===== src/rtl/mips_mc_core.sv =====
// Multicycle MIPS-subset core: datapath, control FSM and one shared memory port.
// The memory port uses a ready/valid handshake. Unsupported opcodes trap sticky.
// Optional build macro: MIPS_MC_PERF_EN adds the cycle and retire counters cyc_cnt and ret_cnt.
module mips_mc_core #(
    parameter int unsigned ADDR_W   = 32,
    parameter logic [31:0] RESET_PC = 32'h0,
    parameter int unsigned REG_ZERO = 1
) (
    input  logic              clk,
    input  logic              reset,
    output logic              mem_req,
    output logic              mem_we,
    output logic [ADDR_W-1:0] mem_adr,
    output logic [31:0]       mem_wdata,
    input  logic [31:0]       mem_rdata,
    input  logic              mem_ready,
    output logic [ADDR_W-1:0] pc,
    output logic              illegal
`ifdef MIPS_MC_PERF_EN
    ,
    output logic [31:0]       cyc_cnt,
    output logic [31:0]       ret_cnt
`endif
);

    localparam logic [5:0] OP_R    = 6'h00;
    localparam logic [5:0] OP_J    = 6'h02;
    localparam logic [5:0] OP_BEQ  = 6'h04;
    localparam logic [5:0] OP_ADDI = 6'h08;
    localparam logic [5:0] OP_LW   = 6'h23;
    localparam logic [5:0] OP_SW   = 6'h2B;

    typedef enum logic [3:0] {
        S_FETCH, S_DECODE, S_MEMADR, S_MEMRD, S_MEMWB, S_MEMWR, S_EXEC,
        S_ALUWB, S_ADDIEX, S_ADDIWB, S_BRANCH, S_JUMP, S_ILL
    } state_t;

    state_t            state, state_n;
    logic [ADDR_W-1:0] pc_n;
    logic [31:0]       ir, ir_n, a, a_n, b, b_n, aluout, aluout_n, mdr, mdr_n;
    logic [31:0]       rf [32];
    logic              rf_we;
    logic [4:0]        rf_wa;
    logic [31:0]       rf_wd;

    logic [5:0]  op, funct;
    logic [4:0]  rs, rt, rd;
    logic [31:0] signimm, pc32, jt, rf_a, rf_b, diff;
    logic        accept;
    logic        unused_bits;

    assign op      = ir[31:26];
    assign rs      = ir[25:21];
    assign rt      = ir[20:16];
    assign rd      = ir[15:11];
    assign funct   = ir[5:0];
    assign signimm = {{16{ir[15]}}, ir[15:0]};
    assign pc32    = 32'(pc);
    assign jt      = {pc32[31:28], ir[25:0], 2'b00};
    assign diff    = a - b;
    assign accept  = mem_req & mem_ready;
    assign rf_a    = (REG_ZERO != 0 && rs == 5'd0) ? 32'd0 : rf[rs];
    assign rf_b    = (REG_ZERO != 0 && rt == 5'd0) ? 32'd0 : rf[rt];
    assign unused_bits = ^{ir[10:6], jt};

    // Next-state, datapath next values and register-file write control
    always_comb begin
        state_n  = state;
        pc_n     = pc;
        ir_n     = ir;
        a_n      = a;
        b_n      = b;
        aluout_n = aluout;
        mdr_n    = mdr;
        rf_we    = 1'b0;
        rf_wa    = rt;
        rf_wd    = aluout;
        case (state)
            S_FETCH: if (accept) begin
                ir_n    = mem_rdata;
                pc_n    = pc + ADDR_W'(4);
                state_n = S_DECODE;
            end
            S_DECODE: begin
                a_n      = rf_a;
                b_n      = rf_b;
                aluout_n = pc32 + {signimm[29:0], 2'b00};
                case (op)
                    OP_LW, OP_SW: state_n = S_MEMADR;
                    OP_R:         state_n = S_EXEC;
                    OP_BEQ:       state_n = S_BRANCH;
                    OP_ADDI:      state_n = S_ADDIEX;
                    OP_J:         state_n = S_JUMP;
                    default:      state_n = S_ILL;
                endcase
            end
            S_MEMADR: begin
                aluout_n = a + signimm;
                state_n  = (op == OP_LW) ? S_MEMRD : S_MEMWR;
            end
            S_MEMRD: if (accept) begin
                mdr_n   = mem_rdata;
                state_n = S_MEMWB;
            end
            S_MEMWB: begin
                rf_we   = 1'b1;
                rf_wd   = mdr;
                state_n = S_FETCH;
            end
            S_MEMWR: if (accept) state_n = S_FETCH;
            S_EXEC: begin
                state_n = S_ALUWB;
                case (funct)
                    6'h20:   aluout_n = a + b;
                    6'h22:   aluout_n = diff;
                    6'h24:   aluout_n = a & b;
                    6'h25:   aluout_n = a | b;
                    6'h2A:   aluout_n = ($signed(a) < $signed(b)) ? 32'd1 : 32'd0;
                    default: state_n  = S_ILL;
                endcase
            end
            S_ALUWB: begin
                rf_we   = 1'b1;
                rf_wa   = rd;
                state_n = S_FETCH;
            end
            S_ADDIEX: begin
                aluout_n = a + signimm;
                state_n  = S_ADDIWB;
            end
            S_ADDIWB: begin
                rf_we   = 1'b1;
                state_n = S_FETCH;
            end
            S_BRANCH: begin
                if (diff == 32'd0) pc_n = aluout[ADDR_W-1:0];
                state_n = S_FETCH;
            end
            S_JUMP: begin
                pc_n    = jt[ADDR_W-1:0];
                state_n = S_FETCH;
            end
            S_ILL:   state_n = S_ILL;
            default: state_n = S_FETCH;
        endcase
    end

    // State, datapath latches and registered memory-port outputs
    always_ff @(posedge clk or posedge reset) begin
        if (reset) begin
            state     <= S_FETCH;
            pc        <= ADDR_W'(RESET_PC);
            ir        <= 32'd0;
            a         <= 32'd0;
            b         <= 32'd0;
            aluout    <= 32'd0;
            mdr       <= 32'd0;
            mem_req   <= 1'b0;
            mem_we    <= 1'b0;
            mem_adr   <= ADDR_W'(RESET_PC);
            mem_wdata <= 32'd0;
            illegal   <= 1'b0;
        end else begin
            state     <= state_n;
            pc        <= pc_n;
            ir        <= ir_n;
            a         <= a_n;
            b         <= b_n;
            aluout    <= aluout_n;
            mdr       <= mdr_n;
            mem_req   <= (state_n == S_FETCH) || (state_n == S_MEMRD) || (state_n == S_MEMWR);
            mem_we    <= (state_n == S_MEMWR);
            mem_adr   <= (state_n == S_FETCH) ? pc_n : aluout_n[ADDR_W-1:0];
            mem_wdata <= b_n;
            illegal   <= illegal | (state_n == S_ILL);
        end
    end

    // Register file write port (not reset)
    always_ff @(posedge clk) begin
        if (rf_we && !(REG_ZERO != 0 && rf_wa == 5'd0)) rf[rf_wa] <= rf_wd;
    end

`ifdef MIPS_MC_PERF_EN
    // Free-running cycle counter and retired-instruction counter
    always_ff @(posedge clk or posedge reset) begin
        if (reset) begin
            cyc_cnt <= 32'd0;
            ret_cnt <= 32'd0;
        end else begin
            cyc_cnt <= cyc_cnt + 32'd1;
            if (state != S_FETCH && state_n == S_FETCH) ret_cnt <= ret_cnt + 32'd1;
        end
    end
`endif

endmodule


===== config.mk =====
export PLATFORM = sky130hd
export DESIGN_NAME = mips_mc_core
export DESIGN_NICKNAME = d
export VERILOG_FILES = /design/src/rtl/mips_mc_core.sv
export SDC_FILE = /design/constraint.sdc
export NUM_CORES = 2
export LEC_CHECK = 0
export ABC_CLOCK_PERIOD_IN_PS = 9800
export BUFFER_PORTS_ARGS = -buffer_cell sky130_fd_sc_hd__buf_2
export CAP_MARGIN = 25
export CORE_MARGIN = 2
export CORE_UTILIZATION = 50
export CTS_CLUSTER_DIAMETER = 60
export DETAILED_ROUTE_END_ITERATION = 8
export GPL_TIMING_DRIVEN = 0
export PLACE_DENSITY = 0.66
export SETUP_SLACK_MARGIN = 0.4
export SLEW_MARGIN = 10
export SYNTH_ARGS = -nofsm -noshare
export SYNTH_HDL_FRONTEND = slang
export SYNTH_SLANG_ARGS = --single-unit
export TNS_END_PERCENT = 10

===== constraint.sdc =====
create_clock -name clk -period 9.8 [get_ports clk]
set_input_delay 1.47 -clock clk [delete_from_list [all_inputs] [get_ports clk]]
set_output_delay 1.47 -clock clk [all_outputs]
set_load 0.02 [all_outputs]

# Word level (Yosys, flattened, before mapping)
# Memory sizes are Yosys's and may differ from the RTL's.
# Index checks and enable logic that the tools add are counted.
dict set report totals {
  reg_bits 231
  mem_bits_rw 1024
  in_bits 35
  word_cells 85
  n_memories 1
}
dict set report op_classes {
  add_sub_neg 5
  magnitude_cmp 1
  eq_ne 25
  n_mux 21
  n_bitwise 4
  n_reduce_logical 17
}
# memory depth width rd rd_ports_with_merged_regs wr line_no
set mem_list {}
lappend mem_list {rf 32 32 2 0 1 41} ;# logic [31:0] rf [32];
# cell n
set op_table {}
lappend op_table {{2-to-1 mux 32 bit} 6}
lappend op_table {{case mux 32 bit (3 select lines)} 2}
lappend op_table {{case mux 32 bit (5 select lines)} 1}
lappend op_table {{adder 32 bit} 3}
lappend op_table {{equality test 6 bit (second input constant)} 7}
lappend op_table {{adder 32 x 3 -> 32 bit (second input constant)} 1}
lappend op_table {{bitwise AND 32 bit} 1}
lappend op_table {{logical NOT 32 bit} 1}
lappend op_table {{less-than comparator 32 bit} 1}
lappend op_table {{bitwise OR 32 bit} 1}
lappend op_table {{case mux 4 bit (8 select lines)} 1}
lappend op_table {{subtractor 32 bit} 1}
lappend op_table {{equality test 4 bit (second input constant)} 6}
lappend op_table {{equality test 4 x 3 -> 1 bit (second input constant)} 5}
lappend op_table {{case mux 4 bit (5 select lines)} 1}
lappend op_table {{2-to-1 mux 4 bit} 4}
lappend op_table {{logical NOT 5 bit} 3}
lappend op_table {{equality test 4 x 2 -> 1 bit (second input constant)} 3}
lappend op_table {{logical NOT 4 bit} 2}
lappend op_table {{equality test 6 x 2 -> 1 bit (second input constant)} 1}
lappend op_table {{equality test 6 x 3 -> 1 bit (second input constant)} 1}
lappend op_table {{equality test 6 x 4 -> 1 bit (second input constant)} 1}
lappend op_table {{logical NOT 6 bit} 1}
lappend op_table {{2-to-1 mux 5 bit} 1}
lappend op_table {{other kinds (12)} 18}

# Logic depth before layout (Yosys ltp)
dict set report depth {
  word_depth 7
  ltp_mapped 18
  depth_no_buf 15
}

# Worst setup path after synthesis
# No wires, ideal clock.
dict set report synth_path {
  path_kind {register -> register}
  start {register ir[16]}
  end {memory rf[27][0], enable pin}
  setup_ps 421
  t_arrival_ps 4337
  setup_slack_ps 5042
  path_stages_with_launch 9
  n_path_buf 6
  period_less_slack_ps 4758
  path_cell_list {dfrtp_1 -> clkbuf_1 -> buf_1 -> buf_2 -> buf_2 -> buf_1 -> clkbuf_1 -> a31oi_1 -> nor2_1}
}
dict set report synth_via {
  elab_chain_cells 6
}
# element line_no
set synth_lines {}
lappend synth_lines {{start: declaration} 40} ;# logic [31:0] ir, ir_n, a, a_n, b, b_n, aluout, aluout_n, mdr, mdr_n;
lappend synth_lines {{start signal: assignment} 166} ;# ir <= ir_n;
lappend synth_lines {{2-to-1 mux 5 bit *} 78} ;# case (state)
lappend synth_lines {{logical NOT 5 bit} 181} ;# if (rf_we && !(REG_ZERO != 0 && rf_wa == 5'd0)) rf[rf_wa] <= rf_wd;
lappend synth_lines {{logical NOT 1 bit} 181}
lappend synth_lines {{logical AND 1 bit} 181}
lappend synth_lines {{2-to-1 mux 1 bit} 181}
lappend synth_lines {{2-to-1 mux 1 bit (not written as such)} 181}
lappend synth_lines {{end: declaration} 41}
# Every way passes the cells marked *; elsewhere a longest branch is shown, timed or not.

# Worst setup path after layout
dict set report layout_path {
  start {register ir[16]}
  end {memory rf[3][12], enable pin}
}
# Same word-level chain as after synthesis.

==> flow_summary.yaml <==
status:
  status: "complete, no violations"
cts:
  cts_max_path_buffers: 3
  cts_made_buffers: 142
  cell_at_the_root_of_the_clock_tree: "clkbuf_16"
  cts.sinks: 1255
  cts_tree: "built"
  cts_hold_buffers: 0
  cts.clk_slew.worst_paths_ns: 0.06
  postCtsSetupRepairBufs: 0
  post_cts.resized_instances: 0
  clock_tree.htree_level_count: 4
  clock_latency_ns: 0.83
hold_path:
  min-delay-path-class: "flop to flop"
  worstHoldPathCells: 1
  hp-start: "illegal$_DFF_PP0_"
  timing.hold.worst_endpoint: "illegal$_DFF_PP0_"
worst_setup_path:
  r2r-start: "ir[16]$_DFFE_PP0P_"
  critical_path.top_delay_family: "buffers and inverters"
  worst-path-stages: 10
  worstReg2RegEnd: "rf[3][12]$_DFFE_PP_"
  required_ns: 10.30
  path_cells: "clkbuf_1 -> buf_1 -> buf_2 -> buf_2 -> buf_1 -> clkbuf_1 -> a31oi_2 -> buf_6 -> nor2_4 -> buf_12"
  reg2reg_setup_slack_ns: 3.78
  critical_path.endpoint_type: "flop"
  setup.worst_path.class: "flop to flop"
  setup.worst_path.start_class: "flop"
  worst-endpoint-arrival_ns: 6.52
  critical-path-max-stage-delay_ns: 0.84
  reg2reg_depth: 10
  timing.critical_path.slowest_stage_cell: "clkbuf_1"
  worstPathBufferInverterCount: 8
  worstPathMaxFanout: 19
timing:
  setup_violations: 0
  timing.final.hold_violations: 0
  maxSlewHeadroom: 0.155
  clock_skew_ns: 0.0606
  tightest_slew_ns: 1.27
  rsz0062_at_grt: "no"
  totalNegativeSetupSlack_ns: 0
  final.period_utilization: 0.615
  slew_viol_final: 0
  achievable-frequency_mhz: 166
  whs_ns: 0.481
  post-route-min-period_ns: 6.02
power:
  maximum_vdd_drop_v: 0.000229
  total_power_w: 0.0295
  power_density_nw_per_um2: 391
  static-leakage-power_nw: 26.3
global_routing:
  grt.total_usage: 0.384
  first_global_vias: 45900
  global_route.usage.met1: 0.456
  use_met2: 0.587
  use_met3: 0.114
  grt-busiest-layer: "met2"
  grt_antenna_before_repair: 15
  overflow: 0
  grt_pass1_wl_mm: 356
  largest_net_degree_at_the_start_of_global_routing: 109
synthesis:
  synth_most_common_cell: "edfxtp_1"
  synthesis.yosys.warnings: 0
  synthesis.area_per_instance_um2: 15.0
  synthesis.instances: 4386
  synth_largest_type_area_fraction: 0.469
  synth_cell_type_count: 83
  ys_ff_latch: 1255
  synth-edff-count: 1024
  ys_seq_area_frac: 0.557
  synth_area_leader_cell: "edfxtp_1"
  synth_top_flop_cell: "edfxtp_1"
  asyncSetResetFlopFracSynth: 0.184
  yosys-top-cells-area: "edfxtp_1, mux4_2, dfrtp_1, mux2_2, ha_1"
  ys_top_cells_by_count: "edfxtp_1, mux4_2, dfrtp_1"
  syn_area_um2: 65600
place:
  dp.final_hpwl_mm: 195
  gp_congestion: 1.03
  post-place-cells: 6406
  port-buffer-count: 133
route:
  route.final.wire_length_mm: 259
  drt.antenna.violating_nets: 0
  drtPass1Iterations: 6
  vias_per_cell: 7.02
  drt_iter0_drc: 7241
  wl_per_cell_um: 38.7
  drc_errors: 0
  routed-via-count: 46900
die:
  initial_utilization: 0.505
  fp.dieArea_um2: 134000
  die_width_um: 366
  die_height_um: 366
  design.core.area_um2: 130000
  design.portCount: 134
  row_count: 132
layout:
  fin_util: 0.582
  final_nets: 5022
  layout-drive-gt1-share: 0.260
  filler_cell_count: 10200
  layout-area-overhead-vs-synth_pct: 15.2
  stdcell_count: 6686
flow_run:
  cap_viol_max_count: 0
layout by cell type, fill, tap and decap left out, drive strengths merged, types with 21 or more instances in the layout:
master / n
o211ai: 22
a211oi: 39
o21ai: 160
mux2i: 176
o31ai: 24
xnor2: 78
clkinv: 60
ha: 157
buf: 352
nor2: 188
nand2: 190
edfxtp: 1024
o221ai: 56
o22ai: 130
dfrtp: 231
a21oi: 217
a21o: 47
mux4: 498
inv: 120
nor3: 39
a221oi: 40
or3: 46
xor2: 39
nor4: 21
conb: 32
mux2: 179
clkbuf: 384
nand2b: 28
nand3: 44
a22o: 36
worst register-to-register path, stage by stage, from the launching register on:
cell and delay [ns]:
dfrtp_1 0.32, clkbuf_1 0.30, buf_1 0.74, buf_2 0.76, buf_2 0.59, buf_1 0.46
clkbuf_1 0.84, a31oi_2 0.38, buf_6 0.28, nor2_4 0.72, buf_12 0.29
state kept, by name, indices dropped and copies added, names as in the netlist:
| register | count |
|---|---|
| rf | 1024 |
| a | 32 |
| aluout | 32 |
| b | 32 |
| ir | 32 |
| mdr | 32 |
| mem_adr | 32 |
| pc | 32 |
| state | 4 |
| illegal | 1 |
| mem_req | 1 |
| mem_we | 1 |
routing by layer:
metal,part of all wire,vias up
met5,0.00052,-
met4,0.094,20
met3,0.13,958
met2,0.45,3659
met1,0.33,23600
li1,-,18700
through the flow:
| step | setup slack [ns] | area, um2 |
|---|---|---|
| 2_1_floorplan | 2.00 | 65700 |
| 3_3_place_gp | -0.764 | 68600 |
| 3_5_place_dp | 3.75 | 70700 |
| 4_1_cts | 3.71 | 75400 |
| 5_1_grt | 3.73 | 75600 |
| 6_report | 3.78 | 75600 |
cells by family (layout without fill, tap and decap cells):
| group | Yosys count | in the layout | synth area share |
|---|---|---|---|
| adder cells (fa/ha/maj) | 161 | 161 | 0.0312 |
| AO/OA/AOI/OAI | 929 | 929 | 0.0957 |
| buffers and inverters | 412 | 934 | 0.0240 |
| AND/OR/NAND/NOR | 658 | 658 | 0.0480 |
| flip-flops | 1255 | 1255 | 0.557 |
| XOR/XNOR | 117 | 117 | 0.0156 |
| other | 1 | 37 | 0.0000572 |
| multiplexers | 853 | 853 | 0.229 |
area by class of cell:
cell class | count | area (um2) | area share
antenna | 5 | 12.5 | 0.000165
clock inverter | 83 | 900 | 0.0119
timing repair buffer | 265 | 2670 | 0.0353
clock buffer | 174 | 3810 | 0.0504
buffer | 297 | 1190 | 0.0157
inverter | 115 | 439 | 0.00581
multi-input combinational | 2750 | 27900 | 0.369
tap | 1742 | 2180 | 0.0288
sequential | 1255 | 36500 | 0.483
how the worst max path moves through the flow:
stage	start	end	slack, ns
global placement	reset	ir[24]$_DFFE_PP0P_	-0.76
floorplan	reset	a[0]$_DFFE_PP0P_	2.00
detailed placement	ir[16]$_DFFE_PP0P_	rf[3][12]$_DFFE_PP_	3.75
global route	ir[16]$_DFFE_PP0P_	rf[3][23]$_DFFE_PP_	3.73
finish	ir[16]$_DFFE_PP0P_	rf[3][12]$_DFFE_PP_	3.78
CTS	ir[16]$_DFFE_PP0P_	rf[3][5]$_DFFE_PP_	3.71
report_power, final:
group          total, W  internal, W  switching (W)
registers       0.00779      0.00708       0.000704
logic            0.0164      0.00575         0.0106
clock network   0.00538      0.00307        0.00232
No activity file was read; power rests on OpenSTA's default activity.
